<file path="config.mk">
export PLATFORM = sky130hd
export DESIGN_NAME = mic_sample_scheduler
export DESIGN_NICKNAME = d
export VERILOG_FILES = /design/src/rtl/mic_sched_pkg.sv /design/src/rtl/mic_sample_fifo.sv /design/src/rtl/mic_sample_scheduler.sv
export SDC_FILE = /design/constraint.sdc
export NUM_CORES = 1
export LEC_CHECK = 0
export BUFFER_PORTS_ARGS = -buffer_cell sky130_fd_sc_hd__buf_2
export CORE_ASPECT_RATIO = 0.8
export CORE_MARGIN = 2
export CORE_UTILIZATION = 50
export DETAILED_ROUTE_END_ITERATION = 8
export PLACE_DENSITY = 0.73
export SYNTH_ARGS = -nofsm -noshare
export SYNTH_HDL_FRONTEND = slang
export SYNTH_HIERARCHICAL = 1
export SYNTH_SLANG_ARGS = --single-unit
</file>
<file path="constraint.sdc">
create_clock -name PCLK -period 9.9 [get_ports PCLK]
set_input_delay 0 -clock PCLK [delete_from_list [all_inputs] [get_ports PCLK]]
set_output_delay 0 -clock PCLK [all_outputs]
set_load 0.005 [all_outputs]
</file>
<file path="src/rtl/mic_sched_pkg.sv">
// mic_sched_pkg: shared types and constants for the microphone sample scheduler
//   state_t      - sequencer states
//   OFF_*        - APB register offsets (PADDR[4:0])
//   DIV_RST      - reset tick period, BAD_ADDR - read value of unmapped offsets
//   ST_*         - STATUS bit positions
package mic_sched_pkg;
  typedef enum logic [1:0] {ST_IDLE, ST_ARM, ST_REQ, ST_WAIT} state_t;
  localparam logic [4:0] OFF_CTRL = 5'h00;
  localparam logic [4:0] OFF_DIV = 5'h04;
  localparam logic [4:0] OFF_WMARK = 5'h08;
  localparam logic [4:0] OFF_STATUS = 5'h0C;
  localparam logic [4:0] OFF_DATA = 5'h10;
  localparam logic [15:0] DIV_RST = 16'd1000;
  localparam logic [31:0] BAD_ADDR = 32'hDEADDEAD;
  localparam int ST_EMPTY = 8;
  localparam int ST_FULL = 9;
  localparam int ST_OVF = 10;
  localparam int ST_LATE = 11;
  localparam int ST_BUSY = 12;
endpackage

</file>
<file path="src/rtl/mic_sample_fifo.sv">
// mic_sample_fifo: circular buffer of 16-bit samples
//   PCLK/PRESETn  clock, async active-low reset
//   i_push/i_din  write a sample (dropped when full unless popping the same cycle)
//   i_pop         remove head (ignored when empty)
//   i_clr         flush pointers and count, wins over push/pop
//   o_dout        current head, o_count/o_full/o_empty fill state
module mic_sample_fifo #(
  parameter int DEPTH = 16,
  parameter int AW = $clog2(DEPTH)
) (
  input  logic          PCLK,
  input  logic          PRESETn,
  input  logic          i_push,
  input  logic          i_pop,
  input  logic          i_clr,
  input  logic [15:0]   i_din,
  output logic [15:0]   o_dout,
  output logic [AW:0]   o_count,
  output logic          o_full,
  output logic          o_empty
);
  logic [15:0] r_mem [DEPTH];
  logic [AW-1:0] r_wptr, r_rptr;
  logic [AW:0] r_count;
  logic w_push, w_pop;
  assign o_count = r_count;
  assign o_full = r_count == (AW+1)'(DEPTH);
  assign o_empty = r_count == '0;
  assign o_dout = r_mem[r_rptr];
  assign w_pop = i_pop & ~o_empty;
  // a coincident pop frees the slot, so a push into a full buffer still lands
  assign w_push = i_push & (~o_full | w_pop);
  always_ff @(posedge PCLK or negedge PRESETn)
    if (!PRESETn) begin
      r_wptr <= '0;
      r_rptr <= '0;
      r_count <= '0;
    end else if (i_clr) begin
      r_wptr <= '0;
      r_rptr <= '0;
      r_count <= '0;
    end else begin
      if (w_push) r_wptr <= r_wptr + 1'b1;
      if (w_pop) r_rptr <= r_rptr + 1'b1;
      r_count <= r_count + (AW+1)'(w_push) - (AW+1)'(w_pop);
    end
  always_ff @(posedge PCLK)
    if (w_push && !i_clr) r_mem[r_wptr] <= i_din;
endmodule

</file>
<file path="src/rtl/mic_sample_scheduler.sv">
// mic_sample_scheduler: periodic SPI microphone sampler with APB-drained buffer
//   PCLK/PRESETn            clock, async active-low reset
//   PSEL..PWDATA/PRDATA     APB slave, zero wait states, PADDR[4:0] decoded
//   PREADY/PSLVERR          always ready; error on DATA read while empty
//   spi_start               one-cycle transfer request to the SPI master
//   spi_done/spi_data       returned sample, valid for one cycle
//   irq                     registered level: watermark reached or overflow
module mic_sample_scheduler
  import mic_sched_pkg::*;
#(
  parameter int DEPTH = 16,
  parameter int AW = $clog2(DEPTH)
) (
  input  logic        PCLK,
  input  logic        PRESETn,
  input  logic        PSEL,
  input  logic        PENABLE,
  input  logic        PWRITE,
  input  logic [11:0] PADDR,
  input  logic [31:0] PWDATA,
  output logic [31:0] PRDATA,
  output logic        PREADY,
  output logic        PSLVERR,
  output logic        spi_start,
  input  logic        spi_done,
  input  logic [15:0] spi_data,
  output logic        irq
);
  state_t r_state, w_next;
  logic r_en, r_ovf, r_late, r_irq;
  logic [15:0] r_div, r_cnt;
  logic [AW:0] r_wmark;
  logic w_wr, w_rd, w_clr, w_tick, w_push, w_pop, w_pop_ok, w_full, w_empty, w_busy, w_st_wr;
  logic [4:0] w_off;
  logic [15:0] w_div_eff, w_dout;
  logic [AW:0] w_count;
  logic [31:0] w_status;
  logic w_unused;
  assign w_unused = ^{PADDR[11:5], PWDATA[31:16]};
  assign w_off = PADDR[4:0];
  assign w_wr = PSEL & PENABLE & PWRITE;
  assign w_rd = PSEL & PENABLE & ~PWRITE;
  assign w_clr = w_wr && w_off == OFF_CTRL && PWDATA[1];
  assign w_st_wr = w_wr && w_off == OFF_STATUS;
  assign w_pop = w_rd && w_off == OFF_DATA;
  assign w_pop_ok = w_pop & ~w_empty;
  assign w_push = r_state == ST_WAIT && spi_done;
  assign w_div_eff = r_div < 16'd4 ? 16'd4 : r_div;
  assign w_tick = r_en && r_cnt == w_div_eff - 16'd1;
  assign w_busy = r_state == ST_REQ || r_state == ST_WAIT;
  assign spi_start = r_state == ST_REQ;
  assign PREADY = 1'b1;
  assign PSLVERR = w_pop & w_empty;
  assign irq = r_irq;
  mic_sample_fifo #(.DEPTH(DEPTH), .AW(AW)) u_fifo (
    .PCLK(PCLK), .PRESETn(PRESETn), .i_push(w_push), .i_pop(w_pop), .i_clr(w_clr),
    .i_din(spi_data), .o_dout(w_dout), .o_count(w_count), .o_full(w_full), .o_empty(w_empty)
  );
  always_comb begin
    w_status = 32'(w_count);
    w_status[ST_EMPTY] = w_empty;
    w_status[ST_FULL] = w_full;
    w_status[ST_OVF] = r_ovf;
    w_status[ST_LATE] = r_late;
    w_status[ST_BUSY] = w_busy;
  end
  assign PRDATA = w_off == OFF_CTRL ? {31'b0, r_en} :
                  w_off == OFF_DIV ? {16'b0, r_div} :
                  w_off == OFF_WMARK ? 32'(r_wmark) :
                  w_off == OFF_STATUS ? w_status :
                  w_off == OFF_DATA ? (w_empty ? 32'b0 : {16'b0, w_dout}) : BAD_ADDR;
  // clearing EN while waiting lets the in-flight transfer finish before idling
  always_comb
    w_next = r_state == ST_IDLE ? (r_en ? ST_ARM : ST_IDLE) :
             r_state == ST_ARM ? (!r_en ? ST_IDLE : w_tick ? ST_REQ : ST_ARM) :
             r_state == ST_REQ ? ST_WAIT :
             spi_done ? (r_en ? ST_ARM : ST_IDLE) : ST_WAIT;
  always_ff @(posedge PCLK or negedge PRESETn)
    if (!PRESETn) begin
      r_state <= ST_IDLE;
      r_en <= 1'b0;
      r_div <= DIV_RST;
      r_wmark <= (AW+1)'(DEPTH / 2);
      r_cnt <= '0;
      r_ovf <= 1'b0;
      r_late <= 1'b0;
      r_irq <= 1'b0;
    end else begin
      r_state <= w_next;
      if (w_wr && w_off == OFF_CTRL) r_en <= PWDATA[0];
      if (w_wr && w_off == OFF_DIV) r_div <= PWDATA[15:0];
      if (w_wr && w_off == OFF_WMARK) r_wmark <= PWDATA[AW:0];
      // a DIV below the count only ticks again after the 16-bit wrap
      r_cnt <= (!r_en || w_tick) ? '0 : r_cnt + 16'd1;
      r_ovf <= w_clr ? 1'b0 : (w_push & w_full & ~w_pop_ok) ? 1'b1 : (w_st_wr & PWDATA[ST_OVF]) ? 1'b0 : r_ovf;
      r_late <= w_clr ? 1'b0 : (w_tick & w_busy) ? 1'b1 : (w_st_wr & PWDATA[ST_LATE]) ? 1'b0 : r_late;
      r_irq <= (r_wmark != '0 && w_count >= r_wmark) | r_ovf;
    end
endmodule

</file>
# Yosys cells after proc, flatten, opt, wreduce, memory -nomap -nowiden

Memories as Yosys holds them, arrays and structs flattened.
Cells that the tools add are included.

Add/subtract/negate cells: 6
Magnitude comparators: 2
Eq/ne operators: 9
Mux-type cells: 28
Bitwise operators: 17
Reductions and logical operators: 22

Operator list:

| operator              | count |
|---|---|
| $mux 32               | 5 |
| $mux 16               | 3 |
| $add 16x1->16 const B | 1 |
| $eq 16x16->1          | 1 |
| $lt 16x3->1 const B   | 1 |
| $mux 4                | 4 |
| $sub 16x1->16 const B | 1 |
| $mux 2                | 6 |
| $and 1x1->1           | 11 |
| $eq 5x4->1 const B    | 2 |
| $eq 5x5->1 const B    | 2 |
| $logic_and 1x1->1     | 10 |
| $logic_not 5->1       | 2 |
| $mux 1                | 9 |
| $add 4x1->4 const B   | 2 |
| $reduce_bool 3->1     | 2 |
| $add 5x1->5           | 1 |
| $eq 5x3->1 const B    | 1 |
| $ge 5x5->1            | 1 |
| $mux 5                | 1 |
| $reduce_bool 5->1     | 1 |
| $sub 5x1->5           | 1 |
| $eq 2x2->1 const B    | 2 |
| $not 1->1             | 4 |
| other kinds (6)       | 10 |

Bits in registers: 56
Memory bits (writable): 256
Input bits: 66
Output and inout bits: 36
Logic and storage cells: 96
Memories: 1

Memory list:

| memory       | words | width | read ports | clocked after Yosys merged registers in | write ports | RTL line              | text |
|---|---|---|---|---|---|---|---|
| u_fifo.r_mem | 16    | 16    | 1          | 0                                       | 1           | mic_sample_fifo.sv:22 | `logic [15:0] r_mem [DEPTH];` |

# Longest topological paths before layout

Depth after elaboration: 9
Gate-level depth with buffers: 15
Gate-level depth less buffers: 14

# Cells and area by module

The synthesis kept the hierarchy.

Modules (own cells, without submodules):

| module               | instances | cells an instance | area an instance (µm²) | sequential area each (µm²) |
|---|---|---|---|---|
| mic_sample_fifo      | 1         | 565               | 10981.8                | 8012.7 |
| mic_sample_scheduler | 1         | 379               | 3348.2                 | 1084.8 |

# Worst setup path after synthesis

OpenSTA, ideal clock, no wires.

Path type: register to register
Start point: register r_div[12]
End point: register r_cnt[10]
Setup time: 0.140 ns
Arrival: 3.138 ns
Required time: 9.760 ns
Path slack: 6.622 ns
Stages on the path, launching flop included: 14
Path buffers: 2
Period minus slack after synthesis: 3.278 ns
Cells stage by stage: dfrtp_1 buf_6 nor4_1 nand4_1 nand2_1 ha_1 or4b_1 a2111oi_0 o21ai_0 a22oi_1 o2111a_2 nor3b_4 buf_8 nor3_2

Cells in the longest elaborated chain, start to end: 7

Ends and longest elaborated chain:

| what                   | RTL line                   | text |
|---|---|---|
| start, declared        | mic_sample_scheduler.sv:31 | `logic [15:0] r_div, r_cnt;` |
| start signal, assigned | mic_sample_scheduler.sv:91 | `if (w_wr && w_off == OFF_DIV) r_div <= PWDATA[15:0];` |
| $lt 16x3->1            | mic_sample_scheduler.sv:48 | `assign w_div_eff = r_div < 16'd4 ? 16'd4 : r_div;` |
| $mux 16 *              | mic_sample_scheduler.sv:48 |  |
| $sub 16x1->16 *        | mic_sample_scheduler.sv:49 | `assign w_tick = r_en && r_cnt == w_div_eff - 16'd1;` |
| $eq 16x16->1 *         | mic_sample_scheduler.sv:49 |  |
| $logic_and 1x1->1 *    | mic_sample_scheduler.sv:49 |  |
| $logic_or 1x1->1 *     | mic_sample_scheduler.sv:94 | `r_cnt <= (!r_en \|\| w_tick) ? '0 : r_cnt + 16'd1;` |
| $mux 16 *              | mic_sample_scheduler.sv:94 |  |
| end signal, assigned   | mic_sample_scheduler.sv:94 |  |
| end, declared          | mic_sample_scheduler.sv:31 |  |

Every way passes the cells marked *; elsewhere a longest branch is shown, timed or not.
A chain may end at the register's enable or synchronous reset.

# Worst setup path after layout

Start point: register r_div[4]
End point: register r_cnt[2]

Same word-level chain as after synthesis.

==> impl_metrics.tcl <==
set metrics [dict create \
    yosys_warnings 6 \
    dr.pass1.iters 8 \
    antenna_found_initial 1 \
    coreArea_mm2 0.0282 \
    synth_commonest_cells "edfxtp_1 (256), mux2i_1 (68), nand2_1 (61)" \
    cp.required_ns 10.30 \
    yosysUniqueCellTypes 76 \
    syn_area_per_cell_um2 15.2 \
    startpoint_type "flop" \
    grt_max_degree 57 \
    cts_tree "done" \
    ys_ff_latch 312 \
    setup_viol 0 \
    synth_edf_count 256 \
    ff_latch_area_mm2 0.00910 \
    die_y_um 155 \
    boundaryPins 102 \
    cts_buffers 30 \
    via_count 8396 \
    place.gp.congestion 0.881 \
    wirelength_um 32100 \
    synth_area_leaders "edfxtp_1 (54%), dfrtp_1 (8.6%), mux4_2 (5.0%), mux2i_1 (4.7%), a221oi_2 (3.1%)" \
    via_per_inst 5.87 \
    dieArea_mm2 0.0300 \
    drive_gt1_share_pct 22.9 \
    area_delta_synth_final_pct 12.7 \
    slew_violations 0 \
    max-vdd-ir-drop_mv 0.169 \
    ys.flop_type "edfxtp_1" \
    worst-path-max-fanout 16 \
    utilization_pct 57.2 \
    arrival_ns 4.51 \
    place_ws_ns 5.82 \
    power.density_mw_per_mm2 188 \
    skew_ns 0.0317 \
    finalCritPeriodShare_pct 41.5 \
    ys_seq_area_share_pct 63.5 \
    post-route-min-period_ns 4.11 \
    min_path_type "in -> reg" \
    status "completed" \
    synth_top_area_share_pct 53.6 \
    synth.most_common_cell "edfxtp_1" \
    path_clk_slew_ns 0.07 \
    synth_top_area_cell "edfxtp_1" \
    whs_ns 0.0291 \
    layout_setup_ws_ns 5.79 \
    dp_cells 1336 \
    fin_total_pwr_mw 3.03 \
    grt_overflow 0 \
    die_w_um 193 \
    worst_pin_slew_ns 1.23 \
    routedWlPerCell_um 22.4 \
    final-instance-count-excl-fill 1431 \
    drt-initial-drc-count 733 \
    first_global_vias 8186 \
    finalSetupTns_ns 0 \
    drv_cap 0 \
    netlist_area_mm2 0.0143 \
    htree_levels 1 \
    grt_pass1_wl_um 48700 \
    io_buffers 72 \
    start_util_pct 50.8 \
    dp_hpwl_um 19500 \
    row_count 55 \
    worstSetupPathType "reg -> reg" \
    drc 0 \
    max_freq_mhz 244 \
    nets 1123 \
    multi_input_area_mm2 0.00465 \
    ctsRootBufferMaster "clkbuf_16" \
    syn_inst 944 \
    track_usage_pct 21.3 \
    power_leakage_nw 5.75 \
    clock-sinks 312 \
    max-slew-margin-rel_pct 18.0 \
    fillers 2182 \
    end_kind "flop" \
    fin_area_mm2 0.0161 \
    cts_resized 0 \
    postCtsSetupRepairBufs 0 \
    timing_hold_violations_final 0 \
    async_flop_share_pct 17.9 \
    placed_area_mm2 0.0148 \
    clock_latency_ns 0.59 \
    clock_path_buffers 3 \
    ant_nets 0 \
    grt_setup_unrepaired "no" \
]
==> flip-flops by register name (all words and copies together) (netlist names) <==
register        flops
u_fifo/r_mem      256
irq                 1
u_fifo/r_rptr       4
r_late              1
r_wmark             5
r_ovf               1
r_div              16
u_fifo/o_count      5
r_state             2
u_fifo/r_wptr       4
r_en                1
r_cnt              16
==> power by group <==
group / internal [mW] / total (mW) / switching [mW]
combinational: 0.178 / 0.373 / 0.196
sequential: 1.45 / 1.52 / 0.0645
clock: 0.653 / 1.14 / 0.491
total: 2.28 / 3.03 / 0.751
==> path summary, 6_finish.rpt <==
check | end | from | slack (ns) | depth (start not counted)
min in group asynchronous | r_cnt[0]$_DFF_PN0_ | PRESETn | 0.11 | 3
worst min-delay path | u_fifo/r_rptr[2]$_DFFE_PN0P_ | PSEL | 0.03 | 6
worst max-delay path | r_cnt[2]$_DFF_PN0_ | r_div[4]$_DFFE_PN0P_ | 5.79 | 11
worst min register to register | irq$_DFF_PN0_ | r_wmark[4]$_DFFE_PN0P_ | 0.52 | 2
max in group asynchronous | u_fifo/r_rptr[0]$_DFFE_PN0P_ | PRESETn | 9.21 | 3
worst max register to register | r_cnt[2]$_DFF_PN0_ | r_div[4]$_DFFE_PN0P_ | 5.79 | 11
==> worst max-delay path: stages (launching register included) <==
cell and delay, ns:
dfrtp_1 0.51, nor3_2 0.37, nand4_1 0.24, nand2_1 0.13
ha_1 0.24, or4b_1 0.51, a2111oi_0 0.37, o21ai_0 0.15
a22oi_1 0.18, o2111a_2 0.30, nor3b_4 0.78, nor3_1 0.11
==> routing by layer <==
layer / vias to the layer above / GRT usage (%) / routed length (µm) / part of all wire [%]
li1: 3833 / - / - / -
met1: 4224 / 29.2 / 13800 / 43
met2: 269 / 34.4 / 15100 / 47
met3: 70 / 3.84 / 2040 / 6.4
met4: 0 / 7.78 / 1160 / 3.6
met5: - / 0 / 0 / 0
==> layout by cell type (no fill, tap or decap), types with 5 or more instances in the layout <==
| master | instances |
|---|---|
| edfxtp_1 | 256 |
| inv_1 | 22 |
| mux4_2 | 32 |
| clkbuf_16 | 30 |
| nor3_1 | 18 |
| nor2_1 | 34 |
| dfrtp_1 | 48 |
| mux2_2 | 17 |
| xor2_1 | 18 |
| nand3_1 | 16 |
| nor2b_1 | 10 |
| a221oi_2 | 30 |
| mux2i_1 | 68 |
| ha_1 | 18 |
| dfstp_2 | 7 |
| xnor2_1 | 21 |
| buf_4 | 12 |
| and4_1 | 6 |
| nand2_1 | 61 |
| a21oi_1 | 27 |
| buf_2 | 72 |
| a22oi_1 | 21 |
| dlygate4sd3_1 | 40 |
| nor3_2 | 11 |
| clkinv_1 | 5 |
| and3_1 | 21 |
| clkbuf_1 | 6 |
| o21ai_0 | 36 |
| conb_1 | 6 |
==> logic make-up after synthesis <==
kind of cell | share of synthesized area, %
AOI/OAI and AO/OA | 8.67
xor gates and xnor gates | 2.54
adders and majority gates | 1.71
buffers and inverters | 4.24
DFF | 63.5
muxes | 11.2
other | 0.0524
and+or+nand+nor | 8.10
==> repair_timing <==
item | in CTS | in global routing
endpoints found under the setup margin | 0 | 0
hold buffers | 40 | 0
endpoints found under the hold margin | 334 | 0
==> final cells by class <==
class	count	area share (%)
inverters	24	0.558
clock inverters	16	1.17
clock buffers	38	4.96
well taps	370	2.87
repair buffers	124	5.27
multi-input cells	546	28.8
diodes	1	0.0155
flip-flops and latches	312	56.4
(Power assumes the default switching activity.)
